### src/rtl/life_scan_loader.sv
// Scan-port driver for the 4x4 life array: loads a preset pattern or
// rotates the chain for read-back, capturing the bits that leave it.
module life_scan_loader #(
    parameter int CHAIN_LEN = 16,
    parameter int CNT_W     = 5
) (
    input  logic                 clk,
    input  logic                 reset,
    input  logic                 start,
    input  logic                 mode,
    input  logic [CHAIN_LEN-1:0] pattern,
    input  logic                 scan_read_val,
    output logic                 scan,
    output logic                 scan_write_enb,
    output logic                 scan_write_val,
    output logic                 hold_run,
    output logic                 busy,
    output logic                 done,
    output logic [CHAIN_LEN-1:0] readback
);

    localparam logic [1:0] IDLE   = 2'd0;
    localparam logic [1:0] SETTLE = 2'd1;
    localparam logic [1:0] SHIFT  = 2'd2;
    localparam logic [1:0] DONE   = 2'd3;

    localparam logic [CNT_W-1:0] LAST = CNT_W'(CHAIN_LEN - 1);

    logic [1:0]           state;
    logic [CNT_W-1:0]     cnt;
    logic [CHAIN_LEN-1:0] pat_sr;
    logic                 mode_q;

    always_ff @(posedge clk or posedge reset) begin
        if (reset) begin
            state    <= IDLE;
            cnt      <= '0;
            pat_sr   <= '0;
            mode_q   <= 1'b0;
            readback <= '0;
        end else begin
            case (state)
                IDLE: begin
                    if (start) begin
                        pat_sr <= pattern;
                        mode_q <= mode;
                        cnt    <= '0;
                        state  <= SETTLE;
                    end
                end
                SETTLE: state <= SHIFT;
                SHIFT: begin
                    pat_sr   <= {1'b0, pat_sr[CHAIN_LEN-1:1]};
                    readback <= {scan_read_val, readback[CHAIN_LEN-1:1]};
                    cnt      <= cnt + 1'b1;
                    if (cnt == LAST)
                        state <= DONE;
                end
                default: state <= IDLE;
            endcase
        end
    end

    // Outputs decode straight from state so reset drops them without a clock.
    assign scan           = (state == SHIFT);
    assign scan_write_enb = scan;
    assign scan_write_val = scan & (mode_q ? scan_read_val : pat_sr[0]);
    assign busy           = (state != IDLE);
    assign hold_run       = busy;
    assign done           = (state == DONE);

endmodule

### config.mk
export PLATFORM = sky130hd
export DESIGN_NAME = life_scan_loader
export DESIGN_NICKNAME = d
export VERILOG_FILES = /design/src/rtl/life_scan_loader.sv
export SDC_FILE = /design/constraint.sdc
export NUM_CORES = 1
export LEC_CHECK = 0
export ABC_AREA = 1
export CAP_MARGIN = 20
export CORE_MARGIN = 1.5
export CORE_UTILIZATION = 30
export CTS_CLUSTER_SIZE = 14
export DETAILED_ROUTE_END_ITERATION = 10
export SLEW_MARGIN = 5
export SYNTH_ARGS = -nofsm -noshare
export SYNTH_HDL_FRONTEND = slang
export SYNTH_SLANG_ARGS = --single-unit
export TNS_END_PERCENT = 20
### constraint.sdc
create_clock -name clk -period 1.85 [get_ports clk]
set_clock_uncertainty 0.15 [all_clocks]
set_input_delay 0.555 -clock clk [delete_from_list [all_inputs] [get_ports clk]]
set_output_delay 0.555 -clock clk [all_outputs]
set_load 0.01 [all_outputs]
==> Implementation_results.wiki <==
{| class="wikitable"
! Metric !! Value
|-
| Width of the die || 81.8 um
|-
| Via count of the first global-routing pass || 1532
|-
| WL met1 || 1.87 mm
|-
| Remaining max-slew budget at the tightest pin || 0.853
|-
| Filler Cells Inserted || 613
|-
| Worst Max-Slew Pin Slew || 0.221 ns
|-
| Number of top-level pins || 43
|-
| Clock root buffer || clkbuf_8
|-
| FP Rows || 28
|-
| Pleak || 1.34 nW
|-
| Length of routed met3 wiring || 140 um
|-
| Synth Instances || 219
|-
| Number of hold violations in the final report || 0
|-
| F_max || 514 MHz
|-
| Total congestion overflow || 0
|-
| Pin count of the biggest net entering global routing || 47
|-
| First-pass iteration count of the detailed router || 4
|-
| Total power of the final layout || 4.28 mW
|-
| Uppermost metal layer occupied by signal nets || met4
|-
| Antenna Nets Post-Route || 0
|-
| Antenna violations before repair || 0
|-
| Cell family contributing the most delay on the critical path || flip-flops
|-
| Total number of vias || 1583
|-
| Area of the placeable core || 5960 um2
|-
| Layout Nets || 310
|-
| Shortest clock period the worst path allows after layout || 1.95 ns
|-
| Result of the run || finished, violations left
|-
| Routed length on met2 || 1.93 mm
|-
| Max H-tree Level || 2
|-
| Half-perimeter wire length of the detailed placement result || 2.49 mm
|-
| Clock-pin transition on the worst setup and hold timing paths || 0.08 ns
|-
| Ranking of synthesized cells by area || dfrtp_1, nand2_1, o21ai_0
|-
| Fraction of layout instances using a drive strength above 1 || 0.187
|-
| Skew-Pair Late Insertion Delay || 0.29 ns
|-
| MaxCap Viol Count || 0
|-
| Capturing element type of the critical path || output port
|-
| Failing checks || setup timing
|-
| Cell area after layout || 2680 um2
|-
| Post-DR wirelength/cell || 11.3 um
|-
| Final weighted congestion in routability-driven placement || 0.735
|-
| Standard cell area after detailed placement || 2460 um2
|-
| Power per cell area || 1600 nW/um2
|-
| Cell-by-cell trace of the critical path || inv_2 > ha_4 > o21ai_2 > a21oi_1 > buf_2
|-
| Final cycle utilization of the critical path || 1.05
|-
| Maximum root-to-sink buffer count || 2
|-
| Cell accounting for the most synthesized area || dfrtp_1
|-
| Maximum cell stage delay along the critical path || 0.39 ns
|-
| Path type of the worst setup path || reg -> out
|-
| Clock buffer count from CTS || 5
|-
| Total Die Area || 6700 um2
|-
| Synthesized Nets || 246
|-
| Number of warnings printed during yosys synthesis || 0
|-
| DR DRC count || 0
|-
| Nature of the critical path startpoint || flip-flop
|-
| Required arrival time at the worst endpoint || 1.14 ns
|-
| Die span in y || 81.8 um
|-
| CP bufs+invs || 2
|-
| Via-per-instance ratio || 4.41
|-
| Top cell type's share of synthesized area || 0.537
|-
| Total wirelength of the detailed-routed design || 4.04 mm
|-
| Total of endpoints with negative setup slack in the final report || 6
|-
| Wire length of the first global-routing pass || 6.82 mm
|-
| TritonCTS Sinks || 40
|-
| Maximum fanout count along the critical path || 3
|-
| Number of diodes || 0
|-
| Mapped Area || 1860 um2
|-
| Number of buffers inserted for hold repair after clock tree synthesis || 0
|-
| Flip-flop and latch count after synthesis || 40
|-
| Arrival time reported for the critical path endpoint || 1.24 ns
|-
| Initial cell density of the core || 0.313
|-
| Max VDD drop || 0.513 mV
|-
| Average size of a mapped cell || 8.51 um2
|-
| Layout area overhead || 43.7%
|-
| Type of the worst min-delay path || reg -> reg
|-
| GRT Resource Usage Total || 0.135
|-
| Clock tree from TritonCTS || done
|-
| Final slew viol count || 0
|-
| Setup repair after global routing missed its margin || true
|-
| Worst Slack Setup Final || -0.0958 ns
|-
| Number of buffers added on ports || 42
|-
| Count of unique library cells instantiated by Yosys || 19
|-
| Detailed router's first-iteration violation count || 43
|-
| Register area share after synthesis || 0.537
|-
| CP max-delay cell || dfrtp_1
|}
==> what timing repair did <==
item	4_1_cts	5_1_grt
gates cloned	0	2
buffers inserted	9	1
endpoints found under the setup margin	22	21
pin swaps	2	0
resized for setup	45	5
==> metrics by stage <==
| stage | setup TNS, ns | instances | utilization | setup slack [ns] | hold slack (ns) |
|---|---|---|---|---|---|
| 2_1_floorplan | 0 | 219 | - | 0.0198 | 0.294 |
| 3_3_place_gp | -1.02 | 339 | 0.412 | -0.560 | 0.319 |
| 3_5_place_dp | -1.11 | 339 | 0.412 | -0.604 | 0.343 |
| 4_1_cts | -0.399 | 356 | 0.438 | -0.102 | 0.356 |
| 5_1_grt | -0.762 | 359 | 0.450 | -0.183 | 0.382 |
| 6_report | -0.332 | 359 | 0.450 | -0.0958 | 0.352 |
==> power breakdown <==
group          switching, mW  leakage [nW]  internal (mW)
clock network          0.307        0.0541          0.399
logic                   1.14         0.770           1.02
registers              0.180         0.515           1.24
==> layout by cell type, fill, tap and decap left out, drive strengths merged <==
| cell type | synthesis | routed |
|---|---|---|
| ha | 6 | 6 |
| o22ai | 1 | 1 |
| buf | 11 | 29 |
| dlygate4sd2 | 0 | 17 |
| nand3 | 4 | 4 |
| o21ai | 48 | 48 |
| o211ai | 1 | 1 |
| a21oi | 7 | 7 |
| clkdlybuf4s15 | 0 | 2 |
| dfrtp | 40 | 40 |
| nor2 | 4 | 4 |
| mux2 | 1 | 1 |
| bufinv | 0 | 1 |
| clkinvlp | 0 | 1 |
| clkdlybuf4s50 | 0 | 19 |
| clkbuf | 1 | 7 |
| nand2 | 61 | 61 |
| inv | 34 | 34 |
| clkinv | 0 | 1 |
==> registers in the layout, summed over array words and instances, names as in the netlist <==
signal and count:
readback 16, mode_q 1, pat_sr 16, cnt 5, state 2
==> logic make-up after synthesis <==
| group | count (synthesis) | synth area share |
|---|---|---|
| multiplexers | 1 | 0.00604 |
| AND/OR/NAND/NOR | 69 | 0.146 |
| AO/OA/AOI/OAI | 57 | 0.157 |
| buffers and inverters | 46 | 0.114 |
| adder cells (fa/ha/maj) | 6 | 0.0403 |
| flip-flops | 40 | 0.537 |
==> worst reg2reg max path, cell delays in order (launching register included) <==
cell	delay, ns
dfrtp_1	0.43
ha_4	0.19
buf_4	0.14
buf_4	0.16
inv_4	0.12
clkbuf_16	0.20
nand2_1	0.05
o21ai_0	0.07
nand2_1	0.06
o21ai_0	0.07
==> routing by layer <==
metal  vias to the layer above  global-route usage
li1                        817                   -
met1                       730               0.168
met2                        27               0.213
met3                         9              0.0367
met4                         0              0.0678
met5                         -                   0
==> synth_stat cells (all sizes together) <==
library cell / instances
nand2: 61
o21ai: 48
dfrtp: 40
inv: 34
buf: 11
a21oi: 7
ha: 6
nand3: 4
nor2: 4
clkbuf: 1
mux2: 1
o211ai: 1
o22ai: 1
==> cell type report <==
| type | instances | area, um2 | share of cell area |
|---|---|---|---|
| clock buffer | 5 | 68.8 | 0.0257 |
| sequential | 40 | 1000 | 0.374 |
| inverter | 34 | 130 | 0.0486 |
| timing repair buffer | 69 | 669 | 0.250 |
| tap | 75 | 93.8 | 0.0350 |
| multi-input combinational | 133 | 673 | 0.251 |
| clock inverter | 3 | 42.5 | 0.0159 |
==> path summary, 6_finish.rpt <==
| kind | startpoint | to | slack, ns | depth (start not counted) |
|---|---|---|---|---|
| max | state[0] | scan_write_val | -0.1 | 5 |
| min | cnt[0] | cnt[0] | 0.35 | 1 |
| max reg2reg | state[1] | pat_sr[9] | 0.11 | 9 |
| min reg2reg | cnt[0] | cnt[0] | 0.35 | 1 |
| max in group asynchronous | reset | readback[13] | 0.89 | 3 |
| min in group asynchronous | reset | pat_sr[14] | 0.46 | 3 |
(Power assumes the default switching activity.)
